## config.mk

```make
export PLATFORM = sky130hd
export DESIGN_NAME = id_ex_decoder
export DESIGN_NICKNAME = d
export VERILOG_FILES = /design/src/rtl/riscv_dec_pkg.sv /design/src/rtl/id_ex_decoder_imm_gen.sv /design/src/rtl/id_ex_decoder.sv
export SDC_FILE = /design/constraint.sdc
export NUM_CORES = 1
export LEC_CHECK = 0
export BUFFER_PORTS_ARGS = -buffer_cell sky130_fd_sc_hd__buf_4
export CAP_MARGIN = 10
export CORE_MARGIN = 2
export CORE_UTILIZATION = 41
export DETAILED_ROUTE_END_ITERATION = 6
export MAX_ROUTING_LAYER = met4
export PLACE_DENSITY_LB_ADDON = 0.3
export SYNTH_ARGS = -nofsm -noshare
export SYNTH_HDL_FRONTEND = slang
export SYNTH_SLANG_ARGS = --single-unit
```

## constraint.sdc

```tcl
create_clock -name clk -period 1.4 [get_ports clk]
set_input_delay 0.21 -clock clk [delete_from_list [all_inputs] [get_ports clk]]
set_output_delay 0.21 -clock clk [all_outputs]
set_load 0.005 [all_outputs]
```

## src/rtl/riscv_dec_pkg.sv

```systemverilog
// riscv_dec_pkg: RV32I decode constants, immediate formats and the ID/EX control bundle
package riscv_dec_pkg;
  localparam logic [6:0] OP_R     = 7'b0110011;
  localparam logic [6:0] OP_IMM   = 7'b0010011;
  localparam logic [6:0] OP_LOAD  = 7'b0000011;
  localparam logic [6:0] OP_STORE = 7'b0100011;
  localparam logic [1:0] ALUOP_MEM = 2'b00;
  localparam logic [1:0] ALUOP_R   = 2'b10;
  localparam logic [1:0] ALUOP_I   = 2'b11;
  localparam logic [6:0] F7_BASE = 7'b0000000;
  localparam logic [6:0] F7_ALT  = 7'b0100000;
  typedef enum logic [1:0] {IMM_ZERO, IMM_I, IMM_SH, IMM_S} imm_fmt_e;
  typedef struct packed {
    logic [1:0] alu_op;
    logic [2:0] func3;
    logic       func7;
    logic [4:0] rs1;
    logic [4:0] rs2;
    logic [4:0] rd;
    logic       use_imm;
    logic       reg_write;
    logic       mem_read;
    logic       mem_write;
    logic       illegal;
  } ctrl_t;
endpackage

```

## src/rtl/id_ex_decoder_imm_gen.sv

```systemverilog
// imm_gen: builds the I, I-shift or S immediate (zero for formats without one)
module imm_gen import riscv_dec_pkg::*; #(
  parameter int XLEN = 32
) (
  input  logic [1:0]      i_fmt,
  input  logic [11:0]     i_hi,
  input  logic [4:0]      i_lo,
  output logic [XLEN-1:0] o_imm
);
  always_comb o_imm = i_fmt == IMM_I  ? {{(XLEN-12){i_hi[11]}}, i_hi} :
                      i_fmt == IMM_S  ? {{(XLEN-12){i_hi[11]}}, i_hi[11:5], i_lo} :
                      i_fmt == IMM_SH ? {{(XLEN-5){1'b0}}, i_hi[4:0]} : '0;
endmodule

```

## src/rtl/id_ex_decoder.sv

```systemverilog
// id_ex_decoder: RV32I decode into a registered ID/EX control bundle with valid/ready on both sides.
// ID_ILLEGAL_CNT_EN adds a saturating count of accepted illegal instructions on illegal_cnt.
module id_ex_decoder import riscv_dec_pkg::*; #(
  parameter int XLEN = 32
`ifdef ID_ILLEGAL_CNT_EN
  , parameter int CNT_W = 16
`endif
) (
  input  logic            clk,
  input  logic            rstn,
  input  logic            in_valid,
  output logic            in_ready,
  input  logic [31:0]     instr,
  input  logic            flush,
  output logic            out_valid,
  input  logic            out_ready,
  output logic [1:0]      alu_op,
  output logic [2:0]      func3,
  output logic            func7,
  output logic [4:0]      rs1,
  output logic [4:0]      rs2,
  output logic [4:0]      rd,
  output logic [XLEN-1:0] imm,
  output logic            use_imm,
  output logic            reg_write,
  output logic            mem_read,
  output logic            mem_write,
  output logic            illegal
`ifdef ID_ILLEGAL_CNT_EN
  , output logic [CNT_W-1:0] illegal_cnt
`endif
);
  logic [6:0] w_op, w_f7;
  logic [2:0] w_f3;
  logic w_is_r, w_is_i, w_is_ld, w_is_st, w_shift, w_legal, w_acc;
  imm_fmt_e w_fmt;
  logic [XLEN-1:0] w_imm, r_imm;
  ctrl_t w_ctrl, r_ctrl;
  logic r_valid;
  assign w_op    = instr[6:0];
  assign w_f3    = instr[14:12];
  assign w_f7    = instr[31:25];
  assign w_is_r  = w_op == OP_R;
  assign w_is_i  = w_op == OP_IMM;
  assign w_is_ld = w_op == OP_LOAD;
  assign w_is_st = w_op == OP_STORE;
  assign w_shift = w_is_i && w_f3[1:0] == 2'b01;
  // slli takes only the base funct7; srli/srai (funct3[2]=1) also take the alternate
  assign w_legal = (w_is_r && (w_f7 == F7_BASE || (w_f7 == F7_ALT && (w_f3 == 3'b000 || w_f3 == 3'b101))))
                || (w_is_i && (!w_shift || w_f7 == F7_BASE || (w_f3[2] && w_f7 == F7_ALT)))
                || w_is_ld || w_is_st;
  assign w_fmt = !w_legal || w_is_r ? IMM_ZERO : w_is_st ? IMM_S : w_shift ? IMM_SH : IMM_I;
  always_comb begin
    w_ctrl.alu_op    = !w_legal ? ALUOP_MEM : w_is_r ? ALUOP_R : w_is_i ? ALUOP_I : ALUOP_MEM;
    w_ctrl.func3     = w_f3;
    w_ctrl.func7     = w_legal && (w_is_r || w_shift) && instr[30];
    w_ctrl.rs1       = instr[19:15];
    w_ctrl.rs2       = instr[24:20];
    w_ctrl.rd        = w_legal && !w_is_st ? instr[11:7] : 5'd0;
    w_ctrl.use_imm   = w_legal && !w_is_r;
    w_ctrl.reg_write = w_legal && !w_is_st && instr[11:7] != 5'd0;
    w_ctrl.mem_read  = w_legal && w_is_ld;
    w_ctrl.mem_write = w_legal && w_is_st;
    w_ctrl.illegal   = !w_legal;
  end
  imm_gen #(.XLEN(XLEN)) u_imm_gen (
    .i_fmt(w_fmt),
    .i_hi (instr[31:20]),
    .i_lo (instr[11:7]),
    .o_imm(w_imm)
  );
  assign in_ready = (!r_valid || out_ready) && !flush;
  assign w_acc    = in_valid && in_ready;
  // payload only moves on acceptance, so a stalled bundle holds bit-for-bit
  always_ff @(posedge clk or negedge rstn) begin
    if (!rstn) begin
      r_valid <= 1'b0;
      r_ctrl  <= '0;
      r_imm   <= '0;
    end else begin
      r_valid <= flush ? 1'b0 : w_acc ? 1'b1 : out_ready ? 1'b0 : r_valid;
      if (w_acc) begin
        r_ctrl <= w_ctrl;
        r_imm  <= w_imm;
      end
    end
  end
  assign out_valid = r_valid;
  assign alu_op    = r_ctrl.alu_op;
  assign func3     = r_ctrl.func3;
  assign func7     = r_ctrl.func7;
  assign rs1       = r_ctrl.rs1;
  assign rs2       = r_ctrl.rs2;
  assign rd        = r_ctrl.rd;
  assign imm       = r_imm;
  assign use_imm   = r_ctrl.use_imm;
  assign reg_write = r_ctrl.reg_write;
  assign mem_read  = r_ctrl.mem_read;
  assign mem_write = r_ctrl.mem_write;
  assign illegal   = r_ctrl.illegal;
`ifdef ID_ILLEGAL_CNT_EN
  logic [CNT_W-1:0] r_cnt;
  always_ff @(posedge clk or negedge rstn) begin
    if (!rstn) r_cnt <= '0;
    else if (w_acc && !w_legal && r_cnt != '1) r_cnt <= r_cnt + CNT_W'(1);
  end
  assign illegal_cnt = r_cnt;
`endif
endmodule
```

Yosys cells after proc, flatten, opt, wreduce, memory -nomap -nowiden
Cells that the tools add are included.
- eq/ne operators: 10
- reduce and logical (&&, ||, !) cells: 34
- mux-type cells: 13
- operators by type and width (cell ; number):
    $mux W32 ; 2
    $eq A7 B6 Y1 const B ; 3
    $logic_and A1 B1 Y1 ; 14
    $mux W2 ; 6
    $logic_or A1 B1 Y1 ; 10
    $mux W5 ; 2
    $eq A7 B2 Y1 const B ; 1
    $eq A7 B5 Y1 const B ; 1
    $logic_not A7 Y1 ; 1
    $logic_not A1 Y1 ; 6
    $reduce_bool A5 Y1 ; 1
    $eq A2 B1 Y1 const B ; 2
    $eq A2 B2 Y1 const B ; 2
    $eq A3 B3 Y1 const B ; 1
    $logic_not A3 Y1 ; 1
    $mux W1 ; 3
    $reduce_bool A3 Y1 ; 1
- register bits: 59
- output and inout bits: 60

Depth between registers and ports, before layout
Gate-level depths: netlist (run 1).
- depth after elaboration: 16
- gate-level depth with buffers: 6
- gate-level depth less buffers: 5

Cells and area by module
Synthesis (run 1) repeated with hierarchy kept, for this count alone.
- cells, all modules: 311
- area, all modules: 2718.9 um2
- by module, submodules not included (module ; times used ; cells each ; area each (um2)):
    id_ex_decoder ; 1 ; 272 ; 2408.6
    imm_gen ; 1 ; 39 ; 310.3

Worst setup path before layout (run 1)
Ideal clock, no wire load.
- path kind: input-to-reg
- start: input port instr[6]
- end: register r_ctrl (netlist bit func7)
- stages: 5
- path slack: -0.258 ns
- data arrival time: 1.592 ns
- library setup time: 0.066 ns
- data required time: 1.334 ns
- path through: or4_4 > buf_6 > a2111oi_4 > a21o_1 > a32o_2
- cells in the longest elaborated chain, start to end: 11
- elaborated cells between the ends (all ways): 16
- those cells by class: 4 x eq/ne; 12 x reduce/logical
- RTL lines (what ; line ; text):
    start, declared ; id_ex_decoder.sv:13 ; input logic [31:0] instr,
    $eq A7 B5 Y1 ; id_ex_decoder.sv:44 ; assign w_is_i = w_op == OP_IMM;
    $logic_and A1 B1 Y1 ; id_ex_decoder.sv:47 ; assign w_shift = w_is_i && w_f3[1:0] == 2'b01;
    $logic_not A1 Y1 ; id_ex_decoder.sv:50 ; || (w_is_i && (!w_shift || w_f7 == F7_BASE || (w_f3[2] && w_f7 == F7_ALT)))
    $logic_or A1 B1 Y1 (2 in a row) ; id_ex_decoder.sv:50 ;
    $logic_and A1 B1 Y1 ; id_ex_decoder.sv:50 ;
    $logic_or A1 B1 Y1 ; id_ex_decoder.sv:50 ;
    $logic_or A1 B1 Y1 (2 in a row) ; id_ex_decoder.sv:51 ; || w_is_ld || w_is_st;
    $logic_and A1 B1 Y1 * (2 in a row) ; id_ex_decoder.sv:56 ; w_ctrl.func7 = w_legal && (w_is_r || w_shift) && instr[30];
    end signal, assigned ; id_ex_decoder.sv:83 ; r_ctrl <= w_ctrl;
    end, declared ; id_ex_decoder.sv:38 ; ctrl_t w_ctrl, r_ctrl;
Mark *: on every way between the ends. The rest lies on a longest branch, timed or not.
A chain may end at the register's enable or synchronous reset.

Final worst setup path (run 1)
- start: register r_valid (netlist: out_valid)
- end: register r_ctrl (netlist bit rd[4])
- cells in the longest elaborated chain, start to end: 4
- RTL lines (what ; line ; text):
    start, declared ; id_ex_decoder.sv:39 ; logic r_valid;
    start signal, assigned ; id_ex_decoder.sv:81 ; r_valid <= flush ? 1'b0 : w_acc ? 1'b1 : out_ready ? 1'b0 : r_valid;
    $logic_not A1 Y1 ; id_ex_decoder.sv:72 ; assign in_ready = (!r_valid || out_ready) && !flush;
    $logic_or A1 B1 Y1 ; id_ex_decoder.sv:72 ;
    $logic_and A1 B1 Y1 ; id_ex_decoder.sv:72 ;
    $logic_and A1 B1 Y1 ; id_ex_decoder.sv:73 ; assign w_acc = in_valid && in_ready;
Every way passes these cells.

==> metrics.md, run 1 <==
| Metric | Value |
|---|---|
| Outcome | finished, final reports clean |
| Reg area | between 900 and 1000 um2 |
| Mapped Area | about 1900 um2 |
| Routability congestion estimate | between 0.7 and 0.8 |
| Total power | ~2.5 mW |
| Worst-path clk slew | about 0.080 ns |
| Worst vdd ir | 484 uV |
| Num CTS Buffers | 5 |
| Number of fill cells | 387 |
| FP Rows | 24 |
| Area Growth Syn to Fin | 50.7% |
| Ys async rst share | 100% |
| Grt ovf | 0 |
| Max Cap Viol | 0 |
| Final Hold Viols | 0 |
| Core Area | roughly 4400 um2 |
| Endpoint type of the worst setup path | flop |
| Worst EP arrival | approximately 1.5 ns |
| Vias in the first global route | between 1500 and 2000 |
| Starting Density | approximately 43% |
| Startpoint Class | flop |
| TritonCTS clock tree | yes |
| Leak pwr | 1.51 nW |
| Largest net degree at the start of global routing | 40 |
| Clock sinks | 39 |
| Synth Register Bits | 39 |
| Clock Path Buffers | 2 |
| Top cell type's share of synthesized area | roughly 52% |
| Detail Route Antenna Nets | 0 |
| Worst Slack Setup Final | about 0.061 ns |
| Initial DRC Count | 78 |
| Post-synth EDFFs | 0 |
| Clock Tree Root | clkbuf_8 |
| Antenna violations before repair | 0 |
| Worst EP required | 1.57 ns |
| Slew Limit Fails | 0 |
| Syn Area/Cell | between 9 and 10 um2 |
| WS Path Type | flop to flop |
| Max frequency | 747 MHz |
| H-tree depth | 2 |
| Port bufs | 96 |
| DRT Wirelength | roughly 4.9 mm |
| Cells after synthesis | just under 200 |
| Routed len/inst | between 10 and 15 um |
| Global-route wire length before repair | between 8 and 9 mm |
| Syn nets | around 230 |
| Netlist cell types | 34 |
| RSZ-0062 raised after global routing | yes |
| Min Tclk post-route | 1.34 ns |
| Critical path's slowest cell | dfrtp_1 |
| Number of diodes | 0 |
| Power Density | 885 nW/um2 |
| Sequential share of the synthesized area | between 50% and 60% |
| Synthesis Warnings | 0 |
| Ports | 97 |
| Synth area leaders | dfrtp_1, nand2_1, buf_4 |
| Drc violations | 0 |
| CP Max Fanout | 10 |
| Clock Latency Late Sink | between 0.2 and 0.3 ns |
| Layout cells sized above 1 | 48.6% |
| Slew headroom | approximately two thirds |
| CP cell instances | nand2b_1 > nand2_2 > buf_6 > a211oi_4 > nor3_1 |
| CP peak stage delay | between 0.3 and 0.4 ns |
| Crit share post-route | approximately 96% |
| Area leader, netlist | dfrtp_1 |
| Global Route Usage Sum | between 20% and 30% |
| Pre-CTS WS | -0.281 ns |
| Util after Layout | 64.6% |
| Routed vias/inst | 5.01 |
| Hold Path Class | primary input to flop |
| Slew @ Worst Pin | between 0.5 and 0.6 ns |
| Nets | 332 |
| Initial DRT Pass Iterations | 4 |
| DIE WIDTH | roughly 72 um |
| Clock Skew | 0.00839 ns |
| DR vias | between 1500 and 2000 |
| Die ar. | between 5000 and 6000 um2 |
| Final setup vio count | 0 |
| Multi-input gate area | 793 um2 |
| Post-DP HPWL | roughly 3.7 mm |
| Top FF cell, synth | dfrtp_1 |
| Die height | 71.9 um |
-- sequential cells by signal, summed over array words and instances, names as in the netlist --
register   flops
reg_write      1
rs2            5
illegal        1
mem_write      1
use_imm        1
rs1            5
mem_read       1
func7          1
out_valid      1
func3          3
imm           12
alu_op         2
rd             5
-- placed cells by master, fill, tap and decap left out, drive strengths merged, types with 2 or more instances in the layout --
cell / synthesis / layout
nor4b: 2 / 2
nor3: 5 / 5
a21oi: 6 / 6
a211oi: 2 / 2
nand3: 2 / 2
and3: 5 / 5
a221o: 5 / 5
nand2b: 4 / 4
buf: 22 / 120
nor4: 2 / 2
o21ai: 2 / 2
a22o: 8 / 8
clkbuf: 8 / 6
nand2: 58 / 58
or4: 2 / 2
dfrtp: 39 / 39
nor2b: 2 / 2
nor2: 11 / 11
-- critical path: cells and delay by family, from the launching register on --
family | cells | cell delay, ns
buffers and inverters | 1 | 0.17
AOI/OAI and AO/OA | 1 | 0.31
DFF | 1 | 0.39
and+or+nand+nor | 3 | 0.33
-- cells in the mapped netlist (4+ instances only) --
cell type and count:
nor3_1 5, nand2_1 58, a21oi_1 6, a22o_1 8
clkbuf_1 8, buf_4 20, dfrtp_1 39, and3_1 5
nand2b_1 4, nor2_1 11, a221o_1 5
-- layer usage --
metal | global-route usage, % | up-vias | wire, um
met5 | - | - | 0
met4 | 7.97 | 0 | 63
met1 | 26.3 | 816 | 2130
met2 | 31.7 | 72 | 2390
met3 | 5.42 | 6 | 341
li1 | - | 850 | -
-- final timing paths --
kind | start | slack [ns] | depth (start not counted) | endpoint
min | instr[19] | 0.1 | 3 | rs1[4]$_DFFE_PN0P_
max in group asynchronous | rstn | 0.59 | 2 | imm[30]$_DFFE_PN0P_
max | out_valid$_DFFE_PN0P_ | 0.06 | 5 | rd[4]$_DFFE_PN0P_
min in group asynchronous | rstn | 0.43 | 2 | rs1[3]$_DFFE_PN0P_
min reg2reg | func3[1]$_DFFE_PN0P_ | 0.48 | 2 | func3[1]$_DFFE_PN0P_
max reg2reg | out_valid$_DFFE_PN0P_ | 0.06 | 5 | rd[4]$_DFFE_PN0P_
-- report_power, final --
| group | switching (mW) | internal [mW] |
|---|---|---|
| sequential | 0.0519 | 1.21 |
| combinational | 0.230 | 0.280 |
| clock | 0.401 | 0.348 |
-- kinds of logic after synthesis --
group	Yosys count	share of synthesized area (%)
AND/OR/NAND/NOR	95	22.9
multiplexers	1	0.529
buffers and inverters	31	10.6
flip-flops	39	51.6
XOR/XNOR	1	0.463
AO/OA/AOI/OAI	30	14.0
-- final cells by class --
class	count	area share [%]
clock buffer	6	2.55
clock inverter	2	0.439
inverter	1	0.132
multi-input combinational	127	27.8
sequential	39	34.3
tap	52	2.28
timing repair buffer	121	32.5
-- through the flow --
| step | instance area, um2 | TNS, ns | cells | hold WS (ns) |
|---|---|---|---|---|
| after global routing | 2850 | -0.00762 | 348 | 0.104 |
| after floorplan | 1910 | -0.588 | 197 | -0.0856 |
| final | 2850 | 0 | 348 | 0.0981 |
| after CTS | 2780 | 0 | 347 | 0.0908 |
| after detailed placement | 2670 | -4.14 | 338 | 0.218 |
| after global placement | 2670 | -3.39 | 338 | 0.211 |
-- timing repair --
item,in CTS,in global routing
pin swaps,0,5
setup buffers,0,1
endpoints found under the setup margin,28,20
cloned,0,0
gates resized for setup,4,13
hold buffers,1,0
hold endpoints to repair,39,0
Power figures use the tool's default switching activity.
==> run 2, diff against run 1 <==
--- a/config.mk
+++ b/config.mk
@@ -6,7 +6,6 @@
 export NUM_CORES = 1
 export LEC_CHECK = 0
 export BUFFER_PORTS_ARGS = -buffer_cell sky130_fd_sc_hd__buf_4
-export CAP_MARGIN = 10
 export CORE_MARGIN = 2
 export CORE_UTILIZATION = 41
 export DETAILED_ROUTE_END_ITERATION = 6
==> constraint.sdc (replaced) <==
create_clock -name clk -period 1.4 [get_ports clk]
set_input_delay 0.28 -clock clk [delete_from_list [all_inputs] [get_ports clk]]
set_output_delay 0.28 -clock clk [all_outputs]
set_load 0.005 [all_outputs]
==> metrics.md, run 2 (synthesis results as in run 1) <==
| Metric | Value |
|---|---|
| Multi-input gate area | 790 um2 (was 793 um2) |
| Global Route Usage Sum | 20.0% (was 20.6%) |
| Met1 WL | 2.16 mm (was 2.13 mm) |
| Slew headroom | 59.8% (was 66.5%) |
| Max Cap Viol | 0 (unchanged) |
| Port bufs | 96 (unchanged) |
| Post-DP HPWL | 3.64 mm (was 3.71 mm) |
| Core Area | 4410 um2 (unchanged) |
| Nets | 331 (was 332) |
| Layout cells sized above 1 | 47.8% (was 48.6%) |
| Startpoint Class | primary input (was flop) |
| Slew @ Worst Pin | 0.598 ns (was 0.503 ns) |
| Leak pwr | 1.52 nW (was 1.51 nW) |
| Antenna violations before repair | 0 (unchanged) |
| Global-route wire length before repair | 7.91 mm (was 8.02 mm) |
| Clock Path Buffers | 2 (unchanged) |
| TritonCTS clock tree | yes (unchanged) |
| Most frequent cells in the layout | buf_4, nand2_1, dfrtp_1 (unchanged) |
| WS Path Type | primary input to flop (was flop to flop) |
| Worst vdd ir | 571 uV (was 484 uV) |
| Placed Area | 2690 um2 (was 2670 um2) |
| Outcome | finished, final reports clean (unchanged) |
| Number of diodes | 0 (unchanged) |
| Final TNS setup | 0 ns (unchanged) |
| H-tree depth | 2 (unchanged) |
| Hold Path Class | primary input to flop (unchanged) |
| Routed vias/inst | 5.11 (was 5.01) |
| Endpoint type of the worst setup path | flop (unchanged) |
| CP Max Fanout | 4 (was 10) |
| Reg area | 976 um2 (was 977 um2) |
| DR WL met3 | 395 um (was 341 um) |
| Worst EP arrival | 1.59 ns (was 1.51 ns) |
| DIE WIDTH | 71.9 um (unchanged) |
| Final non-filler cell area | 2870 um2 (was 2850 um2) |
| Slew Limit Fails | 0 (unchanged) |
| Top Layer Used | met4 (unchanged) |
| Detail Route Antenna Nets | 0 (unchanged) |
| DR vias | 1773 (was 1744) |
| Worst EP required | 1.63 ns (was 1.57 ns) |
| Number of fill cells | 365 (was 387) |
| Min Tclk post-route | 1.36 ns (was 1.34 ns) |
| Max FFs per register | 12 (unchanged) |
| Initial DRC Count | 111 (was 78) |
| Final setup vio count | 0 (unchanged) |
| Clock Latency Late Sink | 0.29 ns (about the same) |
| Clock Skew | 0.00731 ns (was 0.00839 ns) |
| DRT Wirelength | 4.88 mm (was 4.93 mm) |
| Final Hold Viols | 0 (unchanged) |
| Grt ovf | 0 (unchanged) |
| Initial DRT Pass Iterations | 4 (unchanged) |
| FP Rows | 24 (unchanged) |
| Starting Density | 42.9% (unchanged) |
| Clock sinks | 39 (unchanged) |
| Commonest non-fill, non-tap cell in the layout | buf_4 (unchanged) |
| Die height | 71.9 um (unchanged) |
| Drc violations | 0 (unchanged) |
| Num CTS Buffers | 5 (unchanged) |
| Crit share post-route | 96.8% (was 95.7%) |
| Area Growth Syn to Fin | 51.9% (was 50.7%) |
| Clock Tree Root | clkbuf_8 (unchanged) |
| RSZ-0062 raised after global routing | yes (unchanged) |
| Ports | 97 (unchanged) |
| Vias in the first global route | 1696 (was 1701) |
| Power Density | 943 nW/um2 (was 885 nW/um2) |
| Metal2 WL | 2.21 mm (was 2.39 mm) |
| Worst-path clk slew | 0.08 ns (about the same) |
| Max frequency | 738 MHz (was 747 MHz) |
| Routed len/inst | 14.0 um (was 14.2 um) |
| Die ar. | 5170 um2 (unchanged) |
| Largest net degree at the start of global routing | 40 (unchanged) |
| Routability congestion estimate | 0.907 (was 0.774) |
[run 2: repair_timing]
item,4_1_cts,5_1_grt
resized for setup,2,10
setup buffers,0,0
pin swaps,0,9
hold buffers,1,0
setup endpoints to repair,6,21
hold endpoints to repair,39,0
[run 2: layout make-up]
type / count / share of cell area (%)
Sequential cell: 39 / 34.0
Multi-Input combinational cell: 127 / 27.5
Clock buffer: 5 / 2.39
Clock inverter: 3 / 1.52
Timing Repair Buffer: 120 / 32.3
Inverter: 1 / 0.131
Tap cell: 52 / 2.26
[run 2: power breakdown]
group / leakage [nW] / internal (mW) / switching (mW) / total, mW
clock network: 0.0581 / 0.531 / 0.409 / 0.940
logic: 0.955 / 0.278 / 0.233 / 0.512
registers: 0.509 / 1.21 / 0.0461 / 1.26
[run 2: final timing paths]
path | start | end | slack, ns | cells after the start
worst max-delay path | instr[28] | func7$_DFFE_PN0P_ | 0.04 | 6
worst min-delay path | instr[19] | rs1[4]$_DFFE_PN0P_ | 0.18 | 3
worst max register to register | out_valid$_DFFE_PN0P_ | reg_write$_DFFE_PN0P_ | 0.07 | 5
worst min register to register | rs1[2]$_DFFE_PN0P_ | rs1[2]$_DFFE_PN0P_ | 0.48 | 2
max in group asynchronous | rstn | mem_read$_DFFE_PN0P_ | 0.55 | 2
min in group asynchronous | rstn | rs1[2]$_DFFE_PN0P_ | 0.50 | 2
[run 2: through the flow]
stage	std cells	utilization (%)	total power [mW]	setup slack (ns)	hold WS (ns)
finish	347	65.1	2.71	0.0446	0.175
global route	347	65.1	2.85	-0.0235	0.166
floorplan	197	-	1.45	-0.182	-0.0156
detailed placement	338	60.9	1.78	-0.301	0.286
global placement	338	60.9	1.76	-0.287	0.281
CTS	347	63.9	2.73	0.00265	0.167
[run 2: layer usage]
metal  track usage (%)  vias to the layer above
met2              29.6                       81
met3              5.28                       10
li1                  -                      847
met1              26.8                      835
met4              7.13                        0
met5                 -                        -
[run 2: critical path: stages]
cell       delay [ns]
buf_8            0.10
nor4_4           0.34
a31oi_4          0.19
a2111oi_4        0.35
a21o_1           0.18
a32o_2           0.16
==> run 3, diff against run 2 <==
--- a/config.mk
+++ b/config.mk
@@ -5,12 +5,14 @@
 export SDC_FILE = /design/constraint.sdc
 export NUM_CORES = 1
 export LEC_CHECK = 0
+export ABC_CLOCK_PERIOD_IN_PS = 1400
 export BUFFER_PORTS_ARGS = -buffer_cell sky130_fd_sc_hd__buf_4
 export CORE_MARGIN = 2
-export CORE_UTILIZATION = 41
+export CORE_UTILIZATION = 45
 export DETAILED_ROUTE_END_ITERATION = 6
 export MAX_ROUTING_LAYER = met4
-export PLACE_DENSITY_LB_ADDON = 0.3
+export PLACE_DENSITY = 0.76
 export SYNTH_ARGS = -nofsm -noshare
 export SYNTH_HDL_FRONTEND = slang
+export SYNTH_HIERARCHICAL = 1
 export SYNTH_SLANG_ARGS = --single-unit
==> metrics.md, run 3 <==
| Metric | Value |
|---|---|
| Outcome | complete, but fails checks (was finished, final reports clean) |
| Failing checks | setup timing |
| Power Density | 954 nW/um2 (was 943 nW/um2) |
| Clock Tree Root | clkbuf_8 (unchanged) |
| Reg area | 1480 um2 (was 976 um2) |
| Placed Area | 3510 um2 (was 2690 um2) |
| Non-Filler Instances | 503 (was 347) |
| Placed Instances | 474 (was 338) |
| Top-count cell post-synth | nand2_1 (unchanged) |
| Slew Limit Fails | 0 (unchanged) |
| Commonest cells in the synthesized netlist | nand2_1, dfrtp_1, buf_4, nor2_1, clkbuf_1 (was nand2_1, dfrtp_1, buf_4, nor2_1) |
| Largest net degree at the start of global routing | 28 (was 40) |
| Worst EP required | 1.62 ns (was 1.63 ns) |
| CP Max Fanout | 6 (was 4) |
| FP Rows | 28 (was 24) |
| Layout cells sized above 1 | 45.1% (was 47.8%) |
| Number of fill cells | 469 (was 365) |
| Total power | 3.82 mW (was 2.71 mW) |
| CP bufs+invs | 1 (unchanged) |
| Detail Route Antenna Nets | 0 (unchanged) |
| Hold Path Sink | out_valid$_DFFE_PN0P_ (was rs1[4]$_DFFE_PN0P_) |
| Switching Fraction | 26.0% (was 25.4%) |
| Worst Slack Setup Final | -0.776 ns (was 0.0446 ns) |
| Ports | 97 (unchanged) |
| Post-synth EDFFs | 0 (unchanged) |
| WS Path Type | primary input to flop (unchanged) |
| Slew headroom | 75.8% (was 59.8%) |
| Reg2Reg Setup Slack | 0.05 ns (was 0.07 ns) |
| CP delay by family, top | simple AND/OR/NAND/NOR gates (was compound AO/OA/AOI/OAI gates) |
| H-tree depth | 3 (was 2) |
| Clock Latency Late Sink | 0.33 ns (was 0.29 ns) |
| Synth area leaders | dfrtp_1, nand2_1, buf_4 (unchanged) |
| Number of diodes | 0 (unchanged) |
| DIE WIDTH | 81.7 um (was 71.9 um) |
| Routed vias/inst | 5.00 (was 5.11) |
| CP cell instances | buf_6 > or4_4 > or4b_4 > o22ai_2 > and2_4 > mux2_4 > a22o_1 > nand2_1 > nand2_1 (was buf_8 > nor4_4 > a31oi_4 > a2111oi_4 > a21o_1 > a32o_2) |
| Final Hold Viols | 0 (unchanged) |
| Ys async rst share | 100% (unchanged) |
| Worst vdd ir | 562 uV (was 571 uV) |
| DR vias | 2513 (was 1773) |
| Startpoint Class | primary input (unchanged) |
| Most frequent cells in the layout | nand2_1, buf_4, dfrtp_1 (was buf_4, nand2_1, dfrtp_1) |
| Synthesis Warnings | 6 (was 0) |
| RSZ-0062 raised after global routing | yes (unchanged) |
| Grt ovf | 0 (unchanged) |
| Routed len/inst | 14.9 um (was 14.0 um) |
| Critical path's slowest cell | or4_4 (was a2111oi_4) |
| Clock Path Buffers | 2 (unchanged) |
| Initial DRC Count | 142 (was 111) |
| Num CTS Buffers | 9 (was 5) |
| Pint | 2.83 mW (was 2.02 mW) |
| DRT Wirelength | 7.52 mm (was 4.88 mm) |
| R2R depth | 7 (was 5) |
| Comb pwr share | 17.2% (was 18.9%) |
| CP peak stage delay | 0.54 ns (was 0.35 ns) |
| Max FFs per register | 32 (was 12) |
| Area Growth Syn to Fin | 47.4% (was 51.9%) |
| Nets | 461 (was 331) |
| Hold Path Class | primary input to flop (unchanged) |
| Die ar. | 6680 um2 (was 5170 um2) |
| Drc violations | 0 (unchanged) |
| Reg power frac | 48.9% (was 46.4%) |
| Max frequency | 459 MHz (was 738 MHz) |
| Post-DP HPWL | 5.01 mm (was 3.64 mm) |
| Syn nets | 348 (was 234) |
| Core Area | 5890 um2 (was 4410 um2) |
| Worst EP arrival | 2.39 ns (was 1.59 ns) |
| Max Cap Viol | 0 (unchanged) |
| Routability congestion estimate | 0.743 (was 0.907) |
| Die height | 81.7 um (was 71.9 um) |
| Worst-path clk slew | 0.06 ns (was 0.08 ns) |
| Reg-to-Reg Start | out_valid$_DFFE_PN0P_ (unchanged) |
| Starting Density | 46.2% (was 42.9%) |
| Multi-input gate area | 1210 um2 (was 790 um2) |
| Antenna violations before repair | 0 (unchanged) |
| Mapped Area | 2720 um2 (was 1890 um2) |
| Area leader, netlist | dfrtp_1 (unchanged) |
| Endpoint type of the worst setup path | flop (unchanged) |
| Top FF cell, synth | dfrtp_1 (unchanged) |
| Port bufs | 96 (unchanged) |
| Final setup vio count | 40 (was 0) |
| Global-route wire length before repair | 11.7 mm (was 7.91 mm) |
| Crit share post-route | 155% (was 96.8%) |
| Most frequent CP cell | nand2_1 |
| Psw | 0.994 mW (was 0.689 mW) |
| Min Tclk post-route | 2.18 ns (was 1.36 ns) |
| Syn Area/Cell | 8.74 um2 (was 9.60 um2) |
| Cells after synthesis | 311 (was 197) |
| Clock Skew | 0.00538 ns (was 0.00731 ns) |
| Clock sinks | 59 (was 39) |
| Sequential share of the synthesized area | 54.3% (was 51.6%) |
| Netlist cell types | 34 (unchanged) |
| R2r endpoint | imm[20]$_DFFE_PN0P_ (was reg_write$_DFFE_PN0P_) |
| HP Start | flush (was instr[19]) |
| Slew @ Worst Pin | 0.363 ns (was 0.598 ns) |
| Hold path cells | 2 (was 3) |
| Commonest non-fill, non-tap cell in the layout | nand2_1 (was buf_4) |
| Global Route Usage Sum | 24.3% (was 20.0%) |
| TritonCTS clock tree | yes (unchanged) |
| Initial DRT Pass Iterations | 5 (was 4) |
| Top cell type's share of synthesized area | 54.3% (was 51.6%) |
| Final non-filler cell area | 4010 um2 (was 2870 um2) |
| Leak pwr | 2.20 nW (was 1.52 nW) |
| Clk pwr share | 33.9% (was 34.7%) |
| Vias in the first global route | 2422 (was 1696) |
| Synth Register Bits | 59 (was 39) |
## run 3: kinds of logic after synthesis
group,count (synthesis),share of synthesized area (%)
compound gates,18,4.83
xor+xnor,1,0.322
buf+inv,36,8.93
mux,5,2.21
flops,59,54.3
simple gates,192,29.4
## run 3: layer usage
layer  track usage, %  part of all wire [%]  up-vias
met3             5.82                   6.2        8
li1                 -                     -     1192
met5                -                     0        -
met1             29.9                    41     1228
met4             7.50                   1.0        0
met2             39.7                    52       85
## run 3: through the flow
stage          worst slack [ns]  setup TNS [ns]  utilization [%]  hold WS [ns]
4_1_cts                  -0.729           -5.72             66.1         0.108
5_1_grt                  -0.790           -9.72             68.1         0.113
2_1_floorplan            -0.978          -15.81                -       -0.0156
6_report                 -0.776           -9.19             68.1         0.131
3_5_place_dp              -1.27          -26.65             59.7         0.217
3_3_place_gp              -1.25          -25.71             59.7         0.215
## run 3: timing repair
action | 4_1_cts | 5_1_grt
setup endpoints to repair | 48 | 43
pin swaps | 14 | 15
resized for setup | 31 | 33
buffers inserted | 6 | 3
cloned | 3 | 1
hold buffers | 1 | 0
hold endpoints to repair | 24 | 0
## run 3: final cells by class
cell class	instances	share of cell area, %
sequential	59	36.8
clock inverter	3	0.375
multi-input combinational	220	30.2
clock buffer	12	3.62
timing repair buffer	132	26.4
tap	75	2.34
inverter	2	0.250
## run 3: worst max path at each step
stage / depth (start not counted) / slack [ns] / start / end
global placement: 11 / -1.25 / instr[26] / imm[3]$_DFFE_PN0P_
detailed placement: 11 / -1.27 / instr[26] / imm[3]$_DFFE_PN0P_
CTS: 9 / -0.73 / instr[6] / imm[3]$_DFFE_PN0P_
global route: 9 / -0.79 / instr[6] / imm[0]$_DFFE_PN0P_
floorplan: 8 / -0.98 / instr[3] / imm[3]$_DFFE_PN0P_
finish: 9 / -0.78 / instr[6] / imm[2]$_DFFE_PN0P_
## run 3: power by group through the flow
stage | clock network, mW | logic, mW | registers [mW]
2_1_floorplan | 0 | 0.197 | 1.90
3_3_place_gp | 0 | 0.559 | 1.89
3_5_place_dp | 0 | 0.576 | 1.90
4_1_cts | 1.33 | 0.636 | 1.87
5_1_grt | 1.42 | 0.721 | 1.88
6_report | 1.29 | 0.657 | 1.87
